$ cat config.mk
export PLATFORM = sky130hd
export DESIGN_NAME = sect163r1_pt_compress
export DESIGN_NICKNAME = d
export VERILOG_FILES = /design/src/rtl/sect163r1_pkg.sv /design/src/rtl/sect163r1_gf_mul.sv /design/src/rtl/sect163r1_pt_compress.sv
export SDC_FILE = /design/constraint.sdc
export NUM_CORES = 2
export LEC_CHECK = 0
export BUFFER_PORTS_ARGS = -buffer_cell sky130_fd_sc_hd__buf_4
export CORE_ASPECT_RATIO = 1.1
export CORE_MARGIN = 1.5
export CORE_UTILIZATION = 40
export CTS_CLUSTER_DIAMETER = 60
export DETAILED_ROUTE_END_ITERATION = 7
export SLEW_MARGIN = 5
export SYNTH_ARGS = -nofsm -noshare
export SYNTH_HDL_FRONTEND = slang
export SYNTH_SLANG_ARGS = --single-unit
$ cat constraint.sdc
create_clock -name clk -period 57.5 [get_ports clk]
set_input_delay 5.75 -clock clk [delete_from_list [all_inputs] [get_ports clk]]
set_output_delay 5.75 -clock clk [all_outputs]
set_load 0.01 [all_outputs]
$ cat src/rtl/sect163r1_pkg.sv
`default_nettype none
// +--------------------------------------------------------------------------+
// | sect163r1_pkg : GF(2^163) constants, element type and squarer helper.      |
// | Rev 1.0                                                                  |
// +--------------------------------------------------------------------------+
package sect163r1_pkg;

    localparam int M = 163;

    typedef logic [M-1:0] gf_t;

    // f(t) = t^163 + t^7 + t^6 + t^3 + 1, implicit top term dropped
    localparam gf_t POLY = 163'hC9;

    // Multiply by t, folding t^163 back into the low terms.
    function automatic gf_t gf_mulx(input gf_t a);
        return {a[M-2:0], 1'b0} ^ (a[M-1] ? POLY : '0);
    endfunction

    // Square: spread bits to even positions, then reduce from the top down so
    // any folded bits landing above t^162 are caught by later iterations.
    function automatic gf_t gf_sqr(input gf_t a);
        logic [2*M-2:0] w;
        w = '0;
        for (int i = 0; i < M; i++) begin
            w[2*i] = a[i];
        end
        for (int i = 2*M-2; i >= M; i--) begin
            if (w[i]) begin
                w[i-M +: 8] ^= POLY[7:0];
            end
        end
        return w[M-1:0];
    endfunction

    // Squarings per Itoh-Tsujii step for the addition chain 1,2,4,...,160,162.
    function automatic logic [6:0] it_len(input logic [3:0] s);
        case (s)
            4'd0:    return 7'd1;
            4'd1:    return 7'd2;
            4'd2:    return 7'd4;
            4'd3:    return 7'd8;
            4'd4:    return 7'd16;
            4'd5:    return 7'd32;
            4'd6:    return 7'd64;
            4'd7:    return 7'd32;
            default: return 7'd2;
        endcase
    endfunction

endpackage
`default_nettype wire

$ cat src/rtl/sect163r1_gf_mul.sv
`default_nettype none
// +--------------------------------------------------------------------------+
// | sect163r1_gf_mul : MSB-first digit-serial GF(2^163) multiplier.           |
// | Rev 1.0                                                                  |
// +--------------------------------------------------------------------------+
module sect163r1_gf_mul
    import sect163r1_pkg::*;
#(
    parameter int MulDigit = 1
) (
    input  logic clk,
    input  logic rst,
    input  logic clr,
    input  logic start,
    input  gf_t  a,
    input  gf_t  b,
    output logic busy,
    output logic done,
    output gf_t  p
);

    localparam int NM = (M + MulDigit - 1) / MulDigit;
    localparam int PW = NM * MulDigit;
    localparam int IW = (NM > 1) ? $clog2(NM) : 1;
    localparam logic [IW-1:0] LAST_IDX = IW'(NM - 1);
    localparam logic [IW-1:0] IDX_ONE  = IW'(1);
    localparam bit SINGLE = (NM == 1);

    logic                launch;
    logic [IW-1:0]       idx;
    logic [IW-1:0]       cur_idx;
    logic [PW-1:0]       b_pad;
    logic [MulDigit-1:0] dig;
    gf_t                 acc_in;
    gf_t                 acc_nx;

    // Operands must stay stable for the whole operation; the first digit is
    // consumed on the launch edge so a multiply takes exactly NM edges.
    assign launch  = start && !busy;
    assign cur_idx = launch ? LAST_IDX : idx;
    assign b_pad   = PW'(b);
    assign dig     = MulDigit'(b_pad >> (int'(cur_idx) * MulDigit));
    assign acc_in  = launch ? '0 : p;
    assign done    = (launch && SINGLE) || (busy && (idx == '0));

    always_comb begin
        acc_nx = acc_in;
        for (int i = MulDigit - 1; i >= 0; i--) begin
            acc_nx = gf_mulx(acc_nx);
            if (dig[i]) begin
                acc_nx = acc_nx ^ a;
            end
        end
    end

    always_ff @(posedge clk or posedge rst) begin
        if (rst) begin
            p    <= '0;
            busy <= 1'b0;
            idx  <= '0;
        end else if (clr) begin
            p    <= '0;
            busy <= 1'b0;
            idx  <= '0;
        end else if (launch) begin
            p    <= acc_nx;
            busy <= !SINGLE;
            idx  <= LAST_IDX - IDX_ONE;
        end else if (busy) begin
            p <= acc_nx;
            if (idx == '0) begin
                busy <= 1'b0;
            end else begin
                idx <= idx - IDX_ONE;
            end
        end
    end

endmodule
`default_nettype wire

$ cat src/rtl/sect163r1_pt_compress.sv
`default_nettype none
// +--------------------------------------------------------------------------+
// | sect163r1_pt_compress : SEC1 point compression, ybit = lsb(y * x^-1).     |
// | Rev 1.0                                                                  |
// +--------------------------------------------------------------------------+
module sect163r1_pt_compress
    import sect163r1_pkg::*;
#(
    parameter int MulDigit = 1
) (
    input  logic         clk,
    input  logic         rst,
    input  logic         clr,
    input  logic         start,
    input  logic [M-1:0] x_in,
    input  logic [M-1:0] y_in,
    output logic         busy,
    output logic         done,
    output logic         ybit,
    output logic [175:0] pc
);

    localparam logic [2:0] S_IDLE  = 3'd0;
    localparam logic [2:0] S_LOAD  = 3'd1;
    localparam logic [2:0] S_ITSQ  = 3'd2;
    localparam logic [2:0] S_ITMUL = 3'd3;
    localparam logic [2:0] S_FSQ   = 3'd4;
    localparam logic [2:0] S_ZMUL  = 3'd5;
    localparam logic [2:0] S_OUT   = 3'd6;

    localparam logic [3:0] LAST_STEP = 4'd8;

    logic [2:0] state;
    gf_t        x_r;
    gf_t        y_r;
    gf_t        beta;
    gf_t        opnd;
    gf_t        b2;
    gf_t        b32;
    logic [3:0] step;
    logic [6:0] sq_cnt;
    logic       fresh;

    gf_t  src;
    gf_t  sq_out;
    gf_t  mul_a;
    gf_t  mul_b;
    gf_t  mul_p;
    logic mul_go;
    logic mul_busy;
    logic mul_done;

    // fresh marks that the latest product sits in mul_p and not yet in beta.
    assign src    = fresh ? mul_p : beta;
    assign sq_out = gf_sqr(src);
    assign mul_a  = (state == S_ZMUL) ? y_r  : beta;
    assign mul_b  = (state == S_ZMUL) ? beta : opnd;
    assign mul_go = ((state == S_ITMUL) || ((state == S_ZMUL) && !fresh)) && !mul_busy;
    assign busy   = (state != S_IDLE) && (state != S_OUT);

    sect163r1_gf_mul #(
        .MulDigit (MulDigit)
    ) u_mul (
        .clk   (clk),
        .rst   (rst),
        .clr   (clr),
        .start (mul_go),
        .a     (mul_a),
        .b     (mul_b),
        .busy  (mul_busy),
        .done  (mul_done),
        .p     (mul_p)
    );

    always_ff @(posedge clk or posedge rst) begin
        if (rst) begin
            state  <= S_IDLE;
            x_r    <= '0;
            y_r    <= '0;
            beta   <= '0;
            opnd   <= '0;
            b2     <= '0;
            b32    <= '0;
            step   <= '0;
            sq_cnt <= '0;
            fresh  <= 1'b0;
            done   <= 1'b0;
            ybit   <= 1'b0;
            pc     <= '0;
        end else if (clr) begin
            state  <= S_IDLE;
            x_r    <= '0;
            y_r    <= '0;
            beta   <= '0;
            opnd   <= '0;
            b2     <= '0;
            b32    <= '0;
            step   <= '0;
            sq_cnt <= '0;
            fresh  <= 1'b0;
            done   <= 1'b0;
            ybit   <= 1'b0;
            pc     <= '0;
        end else begin
            done <= 1'b0;
            case (state)
                S_IDLE: begin
                    if (start) begin
                        x_r   <= x_in;
                        y_r   <= y_in;
                        state <= S_LOAD;
                    end
                end
                S_LOAD: begin
                    beta   <= x_r;
                    step   <= '0;
                    sq_cnt <= '0;
                    fresh  <= 1'b0;
                    state  <= S_ITSQ;
                end
                S_ITSQ: begin
                    beta  <= sq_out;
                    fresh <= 1'b0;
                    // At step entry src is beta_k: doubling steps multiply by it,
                    // the last two steps reuse the banked beta_32 and beta_2.
                    if (sq_cnt == '0) begin
                        case (step)
                            4'd7:    opnd <= b32;
                            4'd8:    opnd <= b2;
                            default: opnd <= src;
                        endcase
                        if (step == 4'd1) b2  <= src;
                        if (step == 4'd5) b32 <= src;
                    end
                    if (sq_cnt == (it_len(step) - 7'd1)) begin
                        sq_cnt <= '0;
                        state  <= S_ITMUL;
                    end else begin
                        sq_cnt <= sq_cnt + 7'd1;
                    end
                end
                S_ITMUL: begin
                    if (mul_done) begin
                        fresh <= 1'b1;
                        if (step == LAST_STEP) begin
                            state <= S_FSQ;
                        end else begin
                            step  <= step + 4'd1;
                            state <= S_ITSQ;
                        end
                    end
                end
                S_FSQ: begin
                    beta  <= sq_out;
                    fresh <= 1'b0;
                    state <= S_ZMUL;
                end
                S_ZMUL: begin
                    if (fresh) begin
                        ybit  <= mul_p[0];
                        pc    <= {7'b0000001, mul_p[0], 5'b00000, x_r};
                        done  <= 1'b1;
                        fresh <= 1'b0;
                        state <= S_OUT;
                    end else if (mul_done) begin
                        fresh <= 1'b1;
                    end
                end
                S_OUT: begin
                    state <= S_IDLE;
                end
                default: begin
                    state <= S_IDLE;
                end
            endcase
        end
    end

endmodule
`default_nettype wire

# Word level (Yosys, flattened, before mapping)
# Memory sizes are Yosys's and may differ from the RTL's.
# Index checks and enable logic that the tools add are counted.
# totals
in_bits,330
output_inout_bits,179
mem_count,1
elab_cells,314
romBits,56
register_bits,1343
# classes
shift,1
eq_ne,17
muxes,153
reduce_logical,36
n_bitwise,86
addsub,4
# memory_table
name,depth,word_bits,rd,rd_clocked_by_memory_dff,write_ports,line,text
(no name shown),8,7,1,0,0,sect163r1_pkg.sv:38,case (s)
# op_table
op,n
163-bit 2-to-1 mux,26
8-bit 2-to-1 mux,90
163-bit case mux with 2 select lines,2
176-bit 2-to-1 mux,3
4-bit inverter,84
163-bit XOR,2
163-bit by 8-bit >> shifter with 1-bit output,1
7-bit 2-to-1 mux,5
3-bit 2-to-1 mux,6
"3-bit inequality test, second input constant",6
3-bit case mux with 6 select lines,1
2-bit nonzero test,8
3-bit nonzero test,5
1-bit 2-to-1 mux,14
7-bit case mux with 2 select lines,1
4-bit 2-to-1 mux,3
2-bit AND reduction,5
3-bit AND reduction,3
"4-bit by 3-bit equality test with 1-bit output, second input constant",2
8-bit zero test,1
4-bit case mux with 2 select lines,1
"8-bit by 1-bit subtractor with 8-bit output, second input constant",1
"7-bit by 1-bit adder with 7-bit output, second input constant",1
7-bit equality test,1
18 further kinds,25

# Logic depth before layout (Yosys ltp)
# depth
ltp_word,171
mapped_depth,18
depth_no_buf,12

# By module
# A second synthesis with hierarchy kept.
# unflattened
cells_unflattened,6930
area_unflattened_um2,67214.5
# modules_own_cells
mod,seq_area_each_um2,n_inst,area_per_inst_um2,cells_each
sect163r1_pt_compress,29002.8,1,54513.5,5483
sect163r1_gf_mul,4304.1,1,12700.9,1447

# Least setup slack after synthesis
# OpenSTA, ideal clock, no wires.
# synth_path
path_kind,input port to flip-flop
from,in clr
to,reg u_mul.p[100]
slack_ps,50205
arrival_ps,7169
path_stages,8
t_required_ps,57374
setup_time_ps,126
path_buffers,4
cell_sequence,clkbuf_1 -> nand2b_1 -> clkbuf_1 -> clkbuf_1 -> clkbuf_1 -> nor2_1 -> a31oi_1 -> nand3_1
# synth_via
elab_chain_cells,1
elab_cells_between_ends,2
cone_classes,1 x mux; 1 x reduce/logical
# synth_lines
item,line,text
start: declaration,sect163r1_pt_compress.sv:13,"input logic clr,"
3-bit nonzero test (no source line) or 163-bit 2-to-1 mux (tied branches),n/a,
end signal: assignment,sect163r1_gf_mul.sv:66,p <= acc_nx;
end signal: assignment,sect163r1_gf_mul.sv:70,p <= acc_nx;
end: declaration,sect163r1_gf_mul.sv:19,output gf_t p
# Parallel ways exist; a longest one is shown, timed or not.
# A chain may end at the register's enable or synchronous reset.

==> metrics.md <==
| Metric | Value |
|---|---|
| Maximum vdd drop | `75.7 uV` |
| Synthesized area per cell | `8.75 um^2` |
| Crit path launch type | `input port` |
| Mapped cell area | `68100 um^2` |
| Ratio of cells with drive above 1 in the final layout | `12.0%` |
| Synth Area in Adders | `0.184%` |
| WS Path Type | `input port to async pin` |
| Crit. End Element | `async pin` |
| Status | `completed` |
| # DRC | `0` |
| Hold_ws | `0.499 ns` |
| Area delta synth->final | `15.3%` |
| RSZ-0062 raised after global routing | `false` |
| Via count of the first global-routing pass | `58.6k` |
| Post-synth EDFFs | `0` |
| Data arrival, critical path | `9.72 ns` |
| Clock Path Buffers | `3` |
| PostCTS Resize Cnt | `0` |
| Most frequent cells in the layout | `1329 x dfrtp_1, 1188 x nor2_1, 1080 x nand2_1` |
| Sequential share of the synthesized area | `48.9%` |
| Fill cells | `16.3k` |
| Commonest non-fill, non-tap cell in the layout | `dfrtp_1` |
| Ys flop type | `dfrtp_1` |
| H-tree levels | `4` |
| Asr flop ratio synth | `100%` |
| Relative max-transition margin | `7.00%` |
| TritonCTS clock tree | `yes` |
| Storage cell area | `33300 um^2` |
| Post-synthesis cell type count | `74` |
| Total power | `0.00321 W` |
| Clk slew on worst S/H paths | `0.06 ns` |
| Hold-fix buffers, CTS | `0` |
| Worst hold path depth | `1` |
| Total CTS buffers | `154` |
| Gate count of the mapped netlist | `7780` |
| Pre-antenna DRT Iters | `6` |
| Count of final max-slew check failures | `0` |
| Combinational family with the most area after synthesis | `simple AND/OR/NAND/NOR gates` |
| Non-Filler Instances | `10.3k` |
| Buffers on Ports | `497` |
| Routed len/inst | `24.6 um` |
| Post-CTS Setup Bufs | `0` |
| Initial antenna violation count | `5` |
| Period utilization | `15.5%` |
| Fmax achieved | `0.112 GHz` |
| Gr ovfl total | `0` |
| Sink Count | `1331` |
| Die extent in y | `436 um` |
| Worst hold-check path type | `flip-flop to flip-flop` |
| Pwr Density | `40.9 nW/um^2` |
| Die Wd | `396 um` |
| Setup TNS Final | `0 ns` |
| Max-cap viol count | `0` |
| Ys Warns | `0` |
| CTS root buf | `clkbuf_16` |
| Pin count of the biggest net entering global routing | `254` |
| Tot GR Track Use | `28.5%` |
| Synth Area in Compound Gates | `19.3%` |
| Leakage | `33.8 nW` |
| Clock latency at the later pin of the worst-skew pair | `0.84 ns` |
| Core region area | `169000 um^2` |
| Hold Fails Final Rpt | `0` |
| Mux cell area share after synthesis | `4.07%` |
| Initial DRC count | `6534` |
| Worst slew pin tran | `1.40 ns` |
| Final GP Congestion | `0.899` |
| Simple logic cell fraction of the synthesized area | `19.9%` |
| Routed Antenna Nets | `0` |
| Worst R2R Path Depth | `13` |
| Die area | `173000 um^2` |
| Crit path time final | `8.90 ns` |
| Multi-input combinational cell area | `32100 um^2` |
| CP Max Fanout | `157` |
| Vias per cell | `5.98` |
| Dpl cells | `9968` |
| # rows | `158` |
| Final Core Density | `46.5%` |
| Starting Density | `40.3%` |
| Vias | `61.3k` |
| Post-DP HPWL | `161 mm` |
| Nets | `8224` |
| Post-synthesis xor/xnor area fraction | `3.35%` |
| First-pass GRT wire length | `380 mm` |
| Final setup skew | `0.0321 ns` |
| WP data required | `58.32 ns` |
| Register bit count reported by yosys | `1331` |
| # setup viols final | `0` |
| # IOs | `509` |
| Final wirelength | `252 mm` |
critical path, stage by stage:
cell and delay, ns:
buf_4 0.13, inv_8 0.42, buf_12 0.74, buf_4 0.80
buf_4 0.76, buf_4 0.85
flip-flops by register name, indices dropped and copies added (netlist names):
name and count:
b2 163, u_mul.p 163, sq_cnt 7, state 3, u_mul.busy 1, y_r 163
step 4, opnd 163, u_mul.idx 8, x_r 163, b32 163, pc 165
fresh 1, done 1, beta 163
through the flow:
stage	area, um^2	worst slack, ns
2_1_floorplan	68100	14.23
3_3_place_gp	73200	47.57
3_5_place_dp	73200	47.51
4_1_cts	78400	48.39
5_1_grt	78400	47.98
6_report	78400	48.60
kinds of logic after synthesis:
| group | Yosys count |
|---|---|
| AND/OR/NAND/NOR | 3207 |
| AO/OA/AOI/OAI | 2011 |
| flip-flops | 1331 |
| buffers and inverters | 720 |
| XOR/XNOR | 260 |
| multiplexers | 240 |
| adder cells (fa/ha/maj) | 10 |
| other | 1 |
area by class of cell:
| cell class | instances | area share [%] |
|---|---|---|
| flip-flops and latches | 1331 | 42.5 |
| multi-input cells | 5739 | 40.9 |
| repair buffers | 644 | 6.28 |
| clock buffers | 226 | 5.71 |
| well taps | 2240 | 3.57 |
| clock inverters | 59 | 0.976 |
| inverters | 14 | 0.0766 |
| diodes | 1 | 0.00319 |
report_power, final:
| group | leakage, nW | total, W | internal, W | switching (W) |
|---|---|---|---|---|
| logic | 12.8 | 0.00103 | 0.000289 | 0.000739 |
| clock network | 2.57 | 0.00103 | 0.000599 | 0.000429 |
| registers | 18.4 | 0.00115 | 0.00104 | 0.000110 |
| total | 33.8 | 0.00321 | 0.00193 | 0.00128 |
per-layer routing:
layer | up-vias | global-route usage [%] | routed length (um)
met2 | 2860 | 42.7 | 112000
li1 | 27500 | - | -
met5 | - | 0 | 13
met4 | 2 | 12.7 | 11900
met3 | 482 | 6.36 | 22300
met1 | 30500 | 39.5 | 105000
path summary, 6_finish.rpt:
kind	start	endpoint	slack, ns
worst max-delay path	rst	pc[97]	48.60
worst min-delay path	pc[160]	pc[160]	0.50
worst max register to register	state[1]	u_mul.p[94]	50.59
worst min register to register	pc[160]	pc[160]	0.50
max in group clk	clr	u_mul.p[82]	49.25
min in group asynchronous	rst	pc[17]	5.01
cells in the mapped netlist, types with 3 or more instances:
cell type  number  area share [%]
nand3b_1        3           0.033
mux4_2         29            0.96
nor2b_1        11            0.10
a21oi_1       524             3.9
nor4_1         12            0.11
a221oi_1      173             2.2
o22ai_1         6           0.055
nand3_1       342             2.5
buf_2          67            0.49
o32ai_1         4           0.051
clkbuf_1      575             3.2
a31oi_1       173             1.6
a211oi_1      354             3.9
a22o_1        168             2.2
or4_1           3           0.033
mux2i_1       206             3.0
nand2_1      1081             6.0
inv_1          12           0.066
o211ai_1       11            0.12
or3_1           8           0.074
a21o_1        165             1.8
mux2_2          5           0.083
a311oi_1        7           0.090
buf_1          44            0.24
nor2_1       1193             6.6
and3_1         19            0.17
or2_2           4           0.037
xnor2_1       259             3.3
a2111oi_0       7           0.090
and2_1        163             1.5
nand2b_1       10           0.092
o2111ai_1       3           0.039
o21ai_0       361             2.7
dfrtp_1      1331              49
a22oi_1         6           0.066
o31ai_1        10            0.11
nand4_1         3           0.028
buf_4          18            0.20
ha_1           10            0.18
nor3b_1         3           0.033
a211o_1         8            0.10
o41ai_1         3           0.039
nor3_1        345             2.5
(Power assumes the default switching activity.)
